<file path="config.mk">
export PLATFORM = sky130hd
export DESIGN_NAME = trap_shaper_cfg
export DESIGN_NICKNAME = d
export VERILOG_FILES = /design/src/rtl/trap_shaper_cfg.sv
export SDC_FILE = /design/constraint.sdc
export NUM_CORES = 2
export LEC_CHECK = 0
export BUFFER_PORTS_ARGS = -buffer_cell sky130_fd_sc_hd__clkbuf_2
export CAP_MARGIN = 20
export CORE_MARGIN = 2
export CORE_UTILIZATION = 40
export DETAILED_ROUTE_END_ITERATION = 16
export GPL_TIMING_DRIVEN = 0
export SYNTH_ARGS = -nofsm -noshare
export SYNTH_HDL_FRONTEND = slang
export SYNTH_SLANG_ARGS = --single-unit
</file>
<file path="constraint.sdc">
create_clock -name clk -period 9.7 [get_ports clk]
set_input_delay 0.97 -clock clk [delete_from_list [all_inputs] [get_ports clk]]
set_output_delay 0.97 -clock clk [all_outputs]
set_load 0.02 [all_outputs]
</file>
<file path="src/rtl/trap_shaper_cfg.sv">
// Runtime-configurable trapezoidal shaper: valid-tagged 7-register pipeline, warm-up FSM,
// flush on cfg_load, saturating output. Define TRAP_SHAPER_PEAK_EN to add the peak detector.
module trap_shaper_cfg #(
  parameter int ADC_W     = 14,
  parameter int OUT_W     = 16,
  parameter int ACC_W     = 40,
  parameter int COEF_W    = 12,
  parameter int MAX_DEPTH = 64,
  parameter int SHIFT     = 4
) (
  input  logic                    clk,
  input  logic                    reset,
  input  logic                    in_valid,
  input  logic [ADC_W-1:0]        in_data,
  input  logic                    cfg_load,
  input  logic [6:0]              cfg_k,
  input  logic [6:0]              cfg_l,
  input  logic [COEF_W-1:0]       cfg_kc,
  input  logic [COEF_W-1:0]       cfg_m1,
  input  logic [COEF_W-1:0]       cfg_m2,
  output logic                    out_valid,
  output logic signed [OUT_W-1:0] out_data,
  output logic                    out_primed,
  output logic                    out_sat,
  output logic                    cfg_err
`ifdef TRAP_SHAPER_PEAK_EN
  ,
  input  logic signed [OUT_W-1:0] cfg_thr,
  output logic                    peak_valid,
  output logic signed [OUT_W-1:0] peak_data
`endif
);
  localparam int PROD_W = COEF_W + ADC_W + 2;
  localparam int FULL_W = ACC_W + COEF_W + 1;
  localparam int DIFF_W = ADC_W + 1;
  localparam int IDX_W  = $clog2(MAX_DEPTH);
  localparam int STAGES = 6;
  localparam logic signed [ACC_W-1:0] Y_MAX = ACC_W'((64'sd1 <<< (OUT_W-1)) - 64'sd1);
  localparam logic signed [ACC_W-1:0] Y_MIN = ~Y_MAX;

  typedef enum logic [1:0] {IDLE, FILL, RUN} state_t;

  // Coefficient product, kept at PROD_W bits and sign-extended by the caller.
  function automatic logic signed [PROD_W-1:0] coef_mul(input logic [COEF_W-1:0] c,
                                                        input logic signed [ACC_W-1:0] v);
    logic signed [FULL_W-1:0] a, b, full;
    a    = FULL_W'($signed({1'b0, c}));
    b    = FULL_W'(v);
    full = a * b;
    return full[PROD_W-1:0];
  endfunction

  logic [6:0]        k_r, l_r, k_clamp, l_clamp, need, cnt, cnt_nxt;
  logic [COEF_W-1:0] kc_r, m1_r, m2_r;
  logic              clamp_err;
  state_t            state, state_nxt;

  logic [ADC_W-1:0]         x_r;
  logic [ADC_W-1:0]         dl   [MAX_DEPTH-1];
  logic [ADC_W-1:0]         hist [MAX_DEPTH];
  logic [IDX_W-1:0]         k_idx, l_idx, l_idx1;
  logic signed [DIFF_W-1:0] d_b, e_b, d_c;
  logic signed [PROD_W-1:0] ke_c, m1p_e, m2p_e;
  logic signed [ACC_W-1:0]  p, q, s, q_sum, s_sh;
  logic [STAGES-1:0]        vld, prim;
  logic signed [OUT_W-1:0]  y_nxt;
  logic                     y_sat;

  // NOTE: defaults are assigned first so no path leaves a variable unassigned (no latch).
  always_comb begin
    k_clamp   = cfg_k;
    l_clamp   = cfg_l;
    clamp_err = 1'b0;
    if (cfg_k == 7'd0) begin
      k_clamp   = 7'd1;
      clamp_err = 1'b1;
    end else if (int'(cfg_k) > MAX_DEPTH - 1) begin
      k_clamp   = 7'(MAX_DEPTH - 1);
      clamp_err = 1'b1;
    end
    if (int'(cfg_l) + 1 > MAX_DEPTH - 1) begin
      l_clamp   = 7'(MAX_DEPTH - 2);
      clamp_err = 1'b1;
    end
  end

  always_ff @(posedge clk or negedge reset) begin
    if (!reset) begin
      k_r     <= 7'd1;
      l_r     <= 7'd0;
      kc_r    <= '0;
      m1_r    <= '0;
      m2_r    <= '0;
      cfg_err <= 1'b0;
    end else if (cfg_load) begin
      k_r     <= k_clamp;
      l_r     <= l_clamp;
      kc_r    <= cfg_kc;
      m1_r    <= cfg_m1;
      m2_r    <= cfg_m2;
      cfg_err <= clamp_err;
    end
  end

  // Warm-up: count accepted samples until the deepest tap holds real history.
  assign need = (k_r > l_r + 7'd1) ? k_r : l_r + 7'd1;

  always_ff @(posedge clk or negedge reset) begin
    if (!reset) begin
      state <= IDLE;
      cnt   <= '0;
    end else begin
      state <= state_nxt;
      cnt   <= cnt_nxt;
    end
  end

  always_comb begin
    state_nxt = state;
    cnt_nxt   = cnt;
    if (cfg_load) begin
      state_nxt = IDLE;
      cnt_nxt   = '0;
    end else if (in_valid) begin
      case (state)
        IDLE: begin
          cnt_nxt   = 7'd1;
          state_nxt = (7'd1 >= need) ? RUN : FILL;
        end
        FILL: begin
          cnt_nxt = cnt + 7'd1;
          if (cnt + 7'd1 >= need) state_nxt = RUN;
        end
        default: ;
      endcase
    end
  end

  // hist[i] is x[n-i] for the sample currently in stage A.
  always_comb begin
    hist[0] = x_r;
    for (int i = 1; i < MAX_DEPTH; i++) hist[i] = dl[i-1];
  end

  assign k_idx  = k_r[IDX_W-1:0];
  assign l_idx  = l_r[IDX_W-1:0];
  assign l_idx1 = l_idx + IDX_W'(1);
  assign q_sum  = q + ACC_W'(m2p_e);
  assign s_sh   = s >>> SHIFT;

  always_comb begin
    y_nxt = s_sh[OUT_W-1:0];
    y_sat = 1'b0;
    if (s_sh > Y_MAX) begin
      y_nxt = Y_MAX[OUT_W-1:0];
      y_sat = 1'b1;
    end else if (s_sh < Y_MIN) begin
      y_nxt = Y_MIN[OUT_W-1:0];
      y_sat = 1'b1;
    end
  end

  // NOTE: non-blocking assignments so every stage reads its predecessor's pre-edge value.
  always_ff @(posedge clk or negedge reset) begin
    if (!reset) begin
      // NOTE: the delay line is reset deliberately: FILL-phase outputs must see zero history.
      for (int i = 0; i < MAX_DEPTH - 1; i++) dl[i] <= '0;
      x_r <= '0;  d_b <= '0;  e_b <= '0;  d_c <= '0;  ke_c <= '0;
      m1p_e <= '0;  m2p_e <= '0;  p <= '0;  q <= '0;  s <= '0;
      vld <= '0;  prim <= '0;
      out_valid <= 1'b0;  out_data <= '0;  out_primed <= 1'b0;  out_sat <= 1'b0;
    end else if (cfg_load) begin
      for (int i = 0; i < MAX_DEPTH - 1; i++) dl[i] <= '0;
      p <= '0;  q <= '0;  s <= '0;
      vld <= '0;  prim <= '0;
      out_valid <= 1'b0;  out_primed <= 1'b0;  out_sat <= 1'b0;
    end else begin
      vld  <= {vld[STAGES-2:0], in_valid};
      prim <= {prim[STAGES-2:0], in_valid && (state_nxt == RUN)};
      if (in_valid) x_r <= in_data;
      if (vld[0]) begin
        d_b   <= $signed({1'b0, hist[0]}) - $signed({1'b0, hist[k_idx]});
        e_b   <= $signed({1'b0, hist[l_idx]}) - $signed({1'b0, hist[l_idx1]});
        dl[0] <= x_r;
        for (int i = 1; i < MAX_DEPTH - 1; i++) dl[i] <= dl[i-1];
      end
      if (vld[1]) begin
        d_c  <= d_b;
        ke_c <= coef_mul(kc_r, ACC_W'(e_b));
      end
      if (vld[2]) p <= p + ACC_W'(d_c) - ACC_W'(ke_c);
      if (vld[3]) begin
        m1p_e <= coef_mul(m1_r, p);
        m2p_e <= coef_mul(m2_r, p);
      end
      if (vld[4]) begin
        q <= q_sum;
        s <= s + q_sum + ACC_W'(m1p_e);
      end
      out_valid <= vld[5];
      if (vld[5]) begin
        out_data <= y_nxt;
        out_sat  <= y_sat;
        if (prim[5]) out_primed <= 1'b1;
      end
    end
  end

`ifdef TRAP_SHAPER_PEAK_EN
  logic signed [OUT_W-1:0] thr_r, pk_max;
  logic                    pk_open;

  always_ff @(posedge clk or negedge reset) begin
    if (!reset) begin
      thr_r      <= '0;
      pk_max     <= '0;
      pk_open    <= 1'b0;
      peak_valid <= 1'b0;
      peak_data  <= '0;
    end else begin
      peak_valid <= 1'b0;
      if (cfg_load) begin
        thr_r   <= cfg_thr;
        pk_open <= 1'b0;
      end else if (out_valid && out_primed) begin
        if (out_data > thr_r) begin
          if (!pk_open || out_data > pk_max) pk_max <= out_data;
          pk_open <= 1'b1;
        end else if (pk_open) begin
          peak_valid <= 1'b1;
          peak_data  <= pk_max;
          pk_open    <= 1'b0;
        end
      end
    end
  end
`endif
endmodule

</file>
==> summary.txt <==
Sequential-to-total area share from yosys stat: 30.7%
Global Route Usage Sum: 29.4%
DR top layer: met5
FFs w/ async S/R, synth: 100%
Ys Warns: 0
Worst-skew pair later-pin latency: 0.86 ns
Detail Placement HPWL: 298,000 um
DR vias/cell: 5.92
Reg area: 30,600 um^2
Worst R2R Start: l_r[0]
CP endpoint kind: flop
RSZ-0062 raised after global routing: no
Fmax: 120 MHz
Root buf cell: clkbuf_16
Initial core utilization: 40.2%
Router iterations before antenna repair: 8
Via count: 75,100
Clock H-tree levels: 4
Dominant cells by area after synthesis: dfrtp_1 (31%), mux4_2 (20%), fa_1 (13%), mux2i_1 (9.6%), ha_1 (4.3%)
Synth top area share: 30.6%
Top cells by count, synth: dfrtp_1 (1,223), nor2_1 (1,107), mux2i_1 (954)
Core box area: 248,000 um^2
Worst Setup Start Kind: flop
CTS tree: built
Seq cells post-synth: 1,224
Most frequent cell after synthesis: dfrtp_1
Synthesized cell area: 99,900 um^2
RR Endpoint: e_b[10]
Synthesized area per cell: 11.2 um^2
Period minus WS final: 8.33 ns
Pwr Total: 18.3 mW
Gate Count Post-Synth: 8,893
WP buf/inv: 4
Met2 WL post-DR: 173,000 um
FILL cells: 23,100
WL met3: 29,500 um
DP Worst Slack: 1.70 ns
Post-layout nets: 10,300
Setup ws final: 1.37 ns
Tcrit/Tclk final: 85.9%
Final Hold Vio Count: 0
Port bufs: 86
PwrDens: 164 nW/um^2
Pins Over Slew Limit: 0
Worst EP required: 10.36 ns
Share of post-route cells with drive strength above 1: 15.2%
Worst Path Max Fanout: 10
Die area: 254,000 um^2
Clk sinks: 1,224
I/O Pins: 88
# rows: 183
ANT nets after route: 0
Layout area overhead: 11.7%
Critical Path End: e_b[10]
Critical Path Most Common Cell: o21ai_0
CP arrival: 8.99 ns
Die height: 504 um
Skew final: 0.0645 ns
Top delay family on crit path: buffers and inverters
Number of flops mapped to enable cells by yosys: 0
Metal-1 WL: 142,000 um
CTS Buf Count: 150
Slew @ Worst Pin: 1.31 ns
VDD IR max: 0.172 mV
Setup TNS Final: 0 ns
R2R setup slack: 1.37 ns
Max Cap Viol: 0
Grt ovf: 0
CP Class: flop to flop
Worst-path clk slew: 0.06 ns
Post-CTS Setup Inserts: 0
Status: complete, no violations
Remaining routing DRC violations: 0
Multi-input logic area: 63,500 um^2
Number of global-route vias before repair: 76,300
Static leakage: 49.5 nW
Utilization after layout: 44.9%
Final setup viols: 0
Syn Nets: 9,935
First-pass GRT wire length: 544,000 um
Slowest cell delay on critical path: 0.99 ns
Largest net degree at the start of global routing: 112
Relative slew slack: 12.4%
R2r worst-path depth: 20
CP Depth: 20
Die X: 504 um
Max Root-Sink Buffers: 3
Gp weighted congestion: 1.01
Crit-path cells: ha_1, clkbuf_1, clkbuf_1, buf_1, buf_8, mux4_2, mux4_2, mux4_2, ha_1, fa_1, nor2b_1, o21ai_0, a21boi_0, o21ai_0, a21boi_0, o21ai_0, a21boi_0, nor2_1, xor2_1, o21ai_0
Dominant cell type by area after synthesis: dfrtp_1
Initial antenna violation count: 36
Post-Route WL: 373,000 um
Slowest CP cell: clkbuf_1
Post-DR wirelength/cell: 29.4 um
Synth Flop Type: dfrtp_1
Synth unique cells: 78
DR iter-0 viols: 7,853
CP Launch Point: l_r[0]
Hold Crit Class: input pin to flop
-- layer usage --
layer,vias up,GRT usage (%)
met1,39300,36.9
met3,906,6.35
met5,-,0
met2,3474,46.4
met4,22,18.4
li1,31400,-
-- worst min path at each step --
stage | start | end | cells after the start
2_1_floorplan | prim[0] | prim[1] | 1
3_3_place_gp | prim[1] | prim[2] | 1
3_5_place_dp | prim[4] | prim[5] | 1
4_1_cts | cfg_l[4] | l_r[4] | 2
5_1_grt | cfg_k[0] | k_r[0] | 3
6_report | cfg_k[0] | k_r[0] | 3
-- per-stage QoR --
| step | std cells | hold WS (ns) | cell area (um^2) |
|---|---|---|---|
| floorplan | 8893 | 0.439 | 99900 |
| global placement | 12300 | 0.445 | 105000 |
| CTS | 12700 | 0.312 | 111000 |
| detailed placement | 12400 | 0.453 | 106000 |
| global route | 12700 | 0.344 | 112000 |
| finish | 12700 | 0.347 | 112000 |
-- power by group --
group / switching [mW] / internal, mW
Combinational: 4.06 / 2.48
Sequential: 0.380 / 5.34
Clock: 2.55 / 3.46
Total: 6.98 / 11.3
-- flip-flops by register name, indices dropped and copies added (netlist names), 2 cells and up --
| name | flops |
|---|---|
| e_b | 15 |
| m2_r | 12 |
| vld | 6 |
| m1_r | 12 |
| m1p_e | 28 |
| state | 2 |
| kc_r | 12 |
| l_r | 7 |
| m2p_e | 28 |
| x_r | 14 |
| k_r | 7 |
| d_b | 15 |
| d_c | 15 |
| prim | 6 |
| p | 28 |
| out_data | 16 |
| ke_c | 28 |
| cnt | 7 |
| q | 40 |
| dl | 882 |
| s | 40 |
-- what timing repair did --
item,4_1_cts,5_1_grt
hold endpoints to repair,3,0
resized for setup,0,0
hold buffers,1,0
-- worst register-to-register path, delay by kind of cell (launching register included) --
kind / cells / cell delay (ns)
AO/OA/AOI/OAI: 7 / 1.75
multiplexers: 3 / 1.60
adder cells (fa/ha/maj): 3 / 1.06
flip-flops: 1 / 0.48
AND/OR/NAND/NOR: 2 / 0.20
XOR/XNOR: 1 / 0.17
buffers and inverters: 4 / 2.87
-- cell type report --
class	count	area share (%)
repair buffers	189	2.04
plain buffers	599	2.06
diodes	12	0.0269
clock buffers	204	3.80
well taps	3330	3.73
clock inverters	66	0.855
multi-input cells	6126	56.9
inverters	944	3.17
flip-flops and latches	1224	27.4
-- cell families (layout without fill, tap and decap cells) --
family                     count (synthesis)  after routing  share of synthesized area, %
AOI/OAI and AO/OA                        683            683                          4.37
xor gates and xnor gates                 228            228                          2.01
adders and majority gates                974            974                          17.0
buffers and inverters                   1543           2002                          5.82
DFF                                     1224           1224                          30.7
muxes                                   1893           1893                          30.1
other                                      0             12                             0
and+or+nand+nor                         2348           2348                          10.1
-- layout by cell type (no fill, tap or decap), drive strengths merged, types with 195 or more instances in the layout --
| cell | n |
|---|---|
| mux2i | 954 |
| and2 | 296 |
| nor2 | 1107 |
| fa | 634 |
| dfrtp | 1223 |
| clkbuf | 724 |
| nand2 | 710 |
| mux4 | 882 |
| buf | 267 |
| ha | 340 |
| inv | 951 |
| o21ai | 195 |
Note: power is estimated with default switching activity, not from simulation.
